[src/rtl/matmul_bram_arb_if.sv]
// Requester and BRAM-side signals of one operand-memory arbiter.
// slave: the arbiter; master: the host/engine requesters together with the BRAM.
interface matmul_bram_arb_if #(
  parameter int unsigned DATA_WIDTH = 32,
  parameter int unsigned ADDR_WIDTH = 12
);
  logic                  req0, req1;
  logic                  we0, we1;
  logic                  lock0, lock1;
  logic [ADDR_WIDTH-1:0] addr0, addr1;
  logic [DATA_WIDTH-1:0] wdata0, wdata1;
  logic                  gnt0, gnt1;
  logic                  rvalid0, rvalid1;
  logic [DATA_WIDTH-1:0] rdata;
  logic                  bram_en;
  logic                  bram_we;
  logic [ADDR_WIDTH-1:0] bram_addr;
  logic [DATA_WIDTH-1:0] bram_din;
  logic [DATA_WIDTH-1:0] bram_dout;

  modport slave (
    input  req0, req1, we0, we1, lock0, lock1, addr0, addr1, wdata0, wdata1, bram_dout,
    output gnt0, gnt1, rvalid0, rvalid1, rdata, bram_en, bram_we, bram_addr, bram_din
  );

  modport master (
    output req0, req1, we0, we1, lock0, lock1, addr0, addr1, wdata0, wdata1, bram_dout,
    input  gnt0, gnt1, rvalid0, rvalid1, rdata, bram_en, bram_we, bram_addr, bram_din
  );
endinterface

[src/rtl/matmul_bram_arb.sv]
// Round-robin arbiter sharing one single-port BRAM between host (0) and engine (1),
// with bounded ownership lock, registered BRAM port and tagged read-return pipeline.
module matmul_bram_arb #(
  parameter int unsigned DATA_WIDTH = 32,
  parameter int unsigned ADDR_WIDTH = 12,
  parameter int unsigned MAX_LOCK   = 64
) (
  input  logic                clk,
  input  logic                rst_n,
  matmul_bram_arb_if.slave    bus
);

  localparam int unsigned CW = $clog2(MAX_LOCK + 1);
  localparam logic [CW-1:0] LOCK_MAX = CW'(MAX_LOCK);

  typedef enum logic [1:0] {IDLE, OWN0, OWN1} state_e;

  state_e                state_q, state_d;
  logic                  ptr_q, ptr_d;
  logic                  lock_q, lock_d;
  logic [CW-1:0]         lock_cnt_q, lock_cnt_d;

  logic                  bram_en_q, bram_en_d;
  logic                  bram_we_q, bram_we_d;
  logic [ADDR_WIDTH-1:0] bram_addr_q, bram_addr_d;
  logic [DATA_WIDTH-1:0] bram_din_q, bram_din_d;

  logic                  rd_v1_q, rd_v1_d, rd_id1_q, rd_id1_d;
  logic                  rd_v2_q, rd_v2_d, rd_id2_q, rd_id2_d;

  logic                  grant_any;
  logic                  grant_id;
  logic                  sel_we;
  logic                  sel_lock;
  logic                  same_owner;

  // State register
  always_ff @(posedge clk or negedge rst_n) begin
    if (!rst_n) begin
      state_q     <= IDLE;
      ptr_q       <= 1'b0;
      lock_q      <= 1'b0;
      lock_cnt_q  <= '0;
      bram_en_q   <= 1'b0;
      bram_we_q   <= 1'b0;
      bram_addr_q <= '0;
      bram_din_q  <= '0;
      rd_v1_q     <= 1'b0;
      rd_id1_q    <= 1'b0;
      rd_v2_q     <= 1'b0;
      rd_id2_q    <= 1'b0;
    end else begin
      state_q     <= state_d;
      ptr_q       <= ptr_d;
      lock_q      <= lock_d;
      lock_cnt_q  <= lock_cnt_d;
      bram_en_q   <= bram_en_d;
      bram_we_q   <= bram_we_d;
      bram_addr_q <= bram_addr_d;
      bram_din_q  <= bram_din_d;
      rd_v1_q     <= rd_v1_d;
      rd_id1_q    <= rd_id1_d;
      rd_v2_q     <= rd_v2_d;
      rd_id2_q    <= rd_id2_d;
    end
  end

  // Next-state: grant decision, ownership, pointer, lock counter, BRAM access
  always_comb begin
    grant_any   = 1'b0;
    grant_id    = 1'b0;
    if (state_q == OWN0 && lock_q && bus.req0 && lock_cnt_q < LOCK_MAX) begin
      grant_any = 1'b1;
      grant_id  = 1'b0;
    end else if (state_q == OWN1 && lock_q && bus.req1 && lock_cnt_q < LOCK_MAX) begin
      grant_any = 1'b1;
      grant_id  = 1'b1;
    end else if (bus.req0 && bus.req1) begin
      grant_any = 1'b1;
      grant_id  = ptr_q;
    end else if (bus.req0 || bus.req1) begin
      grant_any = 1'b1;
      grant_id  = bus.req1;
    end

    sel_we     = grant_id ? bus.we1   : bus.we0;
    sel_lock   = grant_id ? bus.lock1 : bus.lock0;
    same_owner = grant_id ? (state_q == OWN1) : (state_q == OWN0);

    state_d     = IDLE;
    ptr_d       = ptr_q;
    lock_d      = 1'b0;
    lock_cnt_d  = '0;
    bram_en_d   = 1'b0;
    bram_we_d   = 1'b0;
    bram_addr_d = bram_addr_q;
    bram_din_d  = bram_din_q;

    if (grant_any) begin
      state_d     = grant_id ? OWN1 : OWN0;
      ptr_d       = ~grant_id;
      lock_d      = sel_lock;
      bram_en_d   = 1'b1;
      bram_we_d   = sel_we;
      bram_addr_d = grant_id ? bus.addr1  : bus.addr0;
      bram_din_d  = grant_id ? bus.wdata1 : bus.wdata0;
      // lock_cnt counts the current run of locked grants, including the first one
      if (sel_lock) begin
        if (same_owner && lock_q)
          lock_cnt_d = (lock_cnt_q == LOCK_MAX) ? lock_cnt_q : lock_cnt_q + CW'(1);
        else
          lock_cnt_d = CW'(1);
      end
    end

    rd_v1_d  = grant_any & ~sel_we;
    rd_id1_d = grant_id;
    rd_v2_d  = rd_v1_q;
    rd_id2_d = rd_id1_q;
  end

  // Outputs
  always_comb begin
    bus.gnt0      = rst_n & grant_any & ~grant_id;
    bus.gnt1      = rst_n & grant_any &  grant_id;
    bus.rvalid0   = rd_v2_q & ~rd_id2_q;
    bus.rvalid1   = rd_v2_q &  rd_id2_q;
    bus.rdata     = rd_v2_q ? bus.bram_dout : '0;
    bus.bram_en   = bram_en_q;
    bus.bram_we   = bram_we_q;
    bus.bram_addr = bram_addr_q;
    bus.bram_din  = bram_din_q;
  end

endmodule
[src/flat_wrapper.sv]
// flat-port wrapper written by rule: the top's interface ports become plain ports
module matmul_bram_arb_flat 
#(
  parameter int unsigned DATA_WIDTH = 32,
  parameter int unsigned ADDR_WIDTH = 12,
  parameter int unsigned MAX_LOCK   = 64
)
  (clk, rst_n, bus_req0, bus_req1, bus_we0, bus_we1, bus_lock0, bus_lock1, bus_addr0, bus_addr1, bus_wdata0, bus_wdata1, bus_bram_dout, bus_gnt0, bus_gnt1, bus_rvalid0, bus_rvalid1, bus_rdata, bus_bram_en, bus_bram_we, bus_bram_addr, bus_bram_din);
  matmul_bram_arb_if #(.DATA_WIDTH(DATA_WIDTH), .ADDR_WIDTH(ADDR_WIDTH)) bus_i ();
  input  logic clk;
  input  logic rst_n;
  input wire logic [$bits(bus_i.req0)-1:0] bus_req0;
  input wire logic [$bits(bus_i.req1)-1:0] bus_req1;
  input wire logic [$bits(bus_i.we0)-1:0] bus_we0;
  input wire logic [$bits(bus_i.we1)-1:0] bus_we1;
  input wire logic [$bits(bus_i.lock0)-1:0] bus_lock0;
  input wire logic [$bits(bus_i.lock1)-1:0] bus_lock1;
  input wire logic [$bits(bus_i.addr0)-1:0] bus_addr0;
  input wire logic [$bits(bus_i.addr1)-1:0] bus_addr1;
  input wire logic [$bits(bus_i.wdata0)-1:0] bus_wdata0;
  input wire logic [$bits(bus_i.wdata1)-1:0] bus_wdata1;
  input wire logic [$bits(bus_i.bram_dout)-1:0] bus_bram_dout;
  output wire logic [$bits(bus_i.gnt0)-1:0] bus_gnt0;
  output wire logic [$bits(bus_i.gnt1)-1:0] bus_gnt1;
  output wire logic [$bits(bus_i.rvalid0)-1:0] bus_rvalid0;
  output wire logic [$bits(bus_i.rvalid1)-1:0] bus_rvalid1;
  output wire logic [$bits(bus_i.rdata)-1:0] bus_rdata;
  output wire logic [$bits(bus_i.bram_en)-1:0] bus_bram_en;
  output wire logic [$bits(bus_i.bram_we)-1:0] bus_bram_we;
  output wire logic [$bits(bus_i.bram_addr)-1:0] bus_bram_addr;
  output wire logic [$bits(bus_i.bram_din)-1:0] bus_bram_din;
  assign bus_i.req0 = bus_req0;
  assign bus_i.req1 = bus_req1;
  assign bus_i.we0 = bus_we0;
  assign bus_i.we1 = bus_we1;
  assign bus_i.lock0 = bus_lock0;
  assign bus_i.lock1 = bus_lock1;
  assign bus_i.addr0 = bus_addr0;
  assign bus_i.addr1 = bus_addr1;
  assign bus_i.wdata0 = bus_wdata0;
  assign bus_i.wdata1 = bus_wdata1;
  assign bus_i.bram_dout = bus_bram_dout;
  assign bus_gnt0 = bus_i.gnt0;
  assign bus_gnt1 = bus_i.gnt1;
  assign bus_rvalid0 = bus_i.rvalid0;
  assign bus_rvalid1 = bus_i.rvalid1;
  assign bus_rdata = bus_i.rdata;
  assign bus_bram_en = bus_i.bram_en;
  assign bus_bram_we = bus_i.bram_we;
  assign bus_bram_addr = bus_i.bram_addr;
  assign bus_bram_din = bus_i.bram_din;
  matmul_bram_arb #(.DATA_WIDTH(DATA_WIDTH), .ADDR_WIDTH(ADDR_WIDTH), .MAX_LOCK(MAX_LOCK)) u_core (.clk(clk), .rst_n(rst_n), .bus(bus_i));
endmodule
[config.mk]
export PLATFORM = sky130hd
export DESIGN_NAME = matmul_bram_arb_flat
export DESIGN_NICKNAME = d
export VERILOG_FILES = /design/src/rtl/matmul_bram_arb_if.sv /design/src/rtl/matmul_bram_arb.sv /design/src/flat_wrapper.sv
export SDC_FILE = /design/constraint.sdc
export NUM_CORES = 1
export LEC_CHECK = 0
export ABC_CLOCK_PERIOD_IN_PS = 5150
export CAP_MARGIN = 20
export CORE_MARGIN = 2
export CORE_UTILIZATION = 37
export CTS_CLUSTER_DIAMETER = 50
export CTS_CLUSTER_SIZE = 30
export DETAILED_ROUTE_END_ITERATION = 6
export PLACE_DENSITY = 0.9
export SLEW_MARGIN = 20
export SYNTH_ARGS = -nofsm -noshare
export SYNTH_HDL_FRONTEND = slang
export SYNTH_SLANG_ARGS = --single-unit
[constraint.sdc]
create_clock -name clk -period 5.15 [get_ports clk]
set_input_delay 1.03 -clock clk [delete_from_list [all_inputs] [get_ports clk]]
set_output_delay 1.03 -clock clk [all_outputs]
set_load 0.02 [all_outputs]
==> key figures <==
Clock tree
  – H-tree levels: 3
  – Root buf cell: clkbuf_8
  – Later-pin clock latency in the skew report: approximately 320 ps
  – Setup Fix Bufs, Post-CTS: 0
  – CTS buffer count: 9
  – Post-CTS Hold Buffers: 0
  – CTS Sinks: slightly above 60
  – CTS tree: yes
  – Clock tree buffer depth: 2
  – CTS resizes: 0
  – Worst-path clk slew: approximately 60 ps

Detailed routing
  – Antenna Violating Nets Remaining: 0
  – Drt total wl: 10000 µm
  – First DRT Iteration DRCs: ~150
  – WL/cell: 17.7 µm
  – DR DRC count: 0
  – DR vias/cell: ~5.1
  – Drt pass-1 iters: 4
  – DR vias: between 2000 and 3000

Floorplan
  – Number of cell rows: 32
  – Initial Util: 0.380
  – Io pins: 210
  – Chip height: just over 90 µm
  – Die ar.: between 0.008 and 0.009 mm²
  – Die width: roughly 90 µm
  – Core area: ~0.0076 mm²

Finish
  – Most frequent cells in the layout: clkdlybuf4s50_1, dfrtp_1, a22o_1, a21o_1, and2_1
  – Area grow syn2layout: 80.7%
  – Antenna Cells: 0
  – Nets: slightly below 600
  – Most common cell after layout, fill and taps aside: clkdlybuf4s50_1
  – Final core utilization: 0.686
  – FF+latch area: ~0.0015 mm²
  – Share of cells above drive strength 1: 0.0497
  – Area taken by multi-input logic gates: about 0.0013 mm²
  – Finished Layout Cells: approximately 570
  – Number of fill cells: 573

Worst setup path
  – Slowest CP cell: nor2_4
  – Worst Path Arrival: around 3700 ps
  – Crit. End Element: primary output
  – Reg2Reg Setup Slack: around 2700 ps
  – Worst flop-to-flop path startpoint: u_core.lock_cnt_q[6]$_DFFE_PN0P_
  – Worst flop-to-flop path endpoint: u_core.lock_cnt_q[2]$_DFFE_PN0P_
  – Worst setup path start: bus_req0
  – Slowest stage delay, CP: slightly above 800 ps
  – Worst setup SP type: input pin
  – FF-to-FF path depth: 5
  – Worst path required time: 4120 ps
  – Top cell by count, worst path: clkdlybuf4s50_1
  – Crit Path Max Fanout: 46
  – Worst Setup EP: bus_gnt0
  – Critical path type: in2out
  – CP cell instances: clkdlybuf4s50_1 > and2b_1 > a221oi_4 > nor2_4 > and2_1 > clkdlybuf4s50_1

Synthesis
  – Post-synthesis sequential area ratio: 0.526
  – Synth Area per Inst: 11.5 µm²
  – Distinct cell type count after synthesis: 30
  – Syn Nets: between 300 and 400
  – Cell area after synthesis: between 0.002 and 0.003 mm²
  – Mapped Cells: roughly 250
  – Yosys warnings: 0
  – Seq cells post-synth: a little over 60

Place
  – IO Port Bufs: about 210
  – Detail Placement HPWL: 7490 µm
  – DP Cell Count: 550
  – GPL Wtd Cong: 0.808

Global routing
  – First-pass GRT wire length: roughly 15000 µm
  – Antenna violations before repair: 0
  – Vias in the first global route: 3060
  – All-Layer GR Usage: 0.230
  – Overflow left after global routing: 0
  – Largest net degree at the start of global routing: between 50 and 60

Timing
  – Clk_skew: between 7 and 8 ps
  – Final Setup Violations: 0
  – Min cycle time layout: roughly 4800 ps
  – RSZ-0062 raised after global routing: no
  – Hold Slack: ~360 ps
  – Max Fclk: 210 MHz
  – Pins Over Slew Limit: 0
  – Worst-Margin Slew: just over 1000 ps
  – Setup_tns: 0 ps
  – Hold Violations, Final: 0
  – Fin crit share: 0.926
  – Worst rel slew slack: 0.313

Pwr
  – Peak VDD IR: approximately 0.17 mV
  – P_leak: between 0.002 and 0.0025 µW
  – Power Density: roughly 270 mW/mm²

Job
  – Max-Cap Viols: 0

Worst hold path
  – Hold Path Class: reg2reg

Run status
  – Status: completed
[worst max-delay path, delay by kind of cell]
kind	cells	cell delay, ps
buffers and inverters	2	1260
AND/OR/NAND/NOR	3	1320
AO/OA/AOI/OAI	1	100
[per-layer routing]
metal / global-route usage / vias up / share of wire
li1: - / 1328 / -
met1: 0.245 / 1402 / 0.36
met2: 0.437 / 150 / 0.55
met3: 0.0602 / 14 / 0.084
met4: 0.0759 / 0 / 0.016
met5: 0 / - / 0
[registers in the layout, summed over array words and instances, names as in the netlist, 2 cells and up]
name	count
u_core.state_q	2
u_core.bus.bram_addr	12
u_core.bus.bram_din	32
u_core.lock_cnt_q	7
[synthesized netlist by cell type]
cell type / count / share of area
a221oi_4: 1 / 0.0090
nand3_1: 3 / 0.0052
nor4b_1: 1 / 0.0030
xnor2_1: 3 / 0.0090
and2_1: 36 / 0.078
and2b_1: 1 / 0.0026
a221oi_1: 1 / 0.0030
nor2_1: 9 / 0.012
nor2b_1: 1 / 0.0022
inv_1: 6 / 0.0078
nand3b_1: 1 / 0.0026
mux2i_1: 3 / 0.010
xor2_1: 3 / 0.0090
clkbuf_1: 10 / 0.013
nand4bb_1: 1 / 0.0039
nor3_1: 1 / 0.0017
buf_4: 1 / 0.0026
nand2_1: 2 / 0.0026
a22o_1: 45 / 0.14
o221ai_1: 1 / 0.0030
dfrtp_1: 61 / 0.53
ha_1: 2 / 0.0086
o21ai_0: 1 / 0.0017
o211a_1: 1 / 0.0034
o22ai_1: 1 / 0.0022
nor4_1: 5 / 0.011
a21o_1: 44 / 0.11
buf_2: 6 / 0.010
mux2_2: 1 / 0.0039
and4bb_1: 1 / 0.0043
[through the flow]
step | instance area (µm²) | power (µW) | setup slack (ps)
after floorplan | 2900 | 789 | 1970
after global placement | 5080 | 1060 | 413
after detailed placement | 5080 | 1070 | 374
after CTS | 5250 | 1430 | 356
after global routing | 5250 | 1480 | 258
final | 5250 | 1420 | 380
[where the power goes]
group / leakage (µW) / internal [µW] / switching, µW
combinational: 0.00155 / 272 / 213
sequential: 0.000740 / 534 / 37.9
clock: 0.0000877 / 182 / 184
total: 0.00238 / 988 / 435
[worst min-delay path by stage]
stage	from	end	slack, ps	cells after the start
2_1_floorplan	u_core.rd_id1_q$_DFF_PN0_	u_core.rd_id2_q$_DFF_PN0_	330	0
3_3_place_gp	u_core.rd_v1_q$_DFF_PN0_	u_core.rd_v2_q$_DFF_PN0_	330	0
3_5_place_dp	u_core.rd_v1_q$_DFF_PN0_	u_core.rd_v2_q$_DFF_PN0_	350	0
4_1_cts	u_core.rd_v1_q$_DFF_PN0_	u_core.rd_v2_q$_DFF_PN0_	360	0
5_1_grt	u_core.rd_v1_q$_DFF_PN0_	u_core.rd_v2_q$_DFF_PN0_	370	0
6_report	u_core.rd_v1_q$_DFF_PN0_	u_core.rd_v2_q$_DFF_PN0_	360	0
[cell families after synthesis]
logic type	after synthesis	share of synthesized area
DFF	61	0.526
AOI/OAI and AO/OA	95	0.272
buffers and inverters	23	0.0336
muxes	4	0.0142
and+or+nand+nor	62	0.128
xor gates and xnor gates	6	0.0181
adders and majority gates	2	0.00862
[cell type report]
class	instances	area share
Timing Repair Buffer	212	0.402
Sequential cell	61	0.291
Inverter	6	0.00429
Clock inverter	5	0.00525
Clock buffer	10	0.0262
Multi-Input combinational cell	169	0.247
Tap cell	102	0.0243
Note: power is estimated with default switching activity, not from simulation.
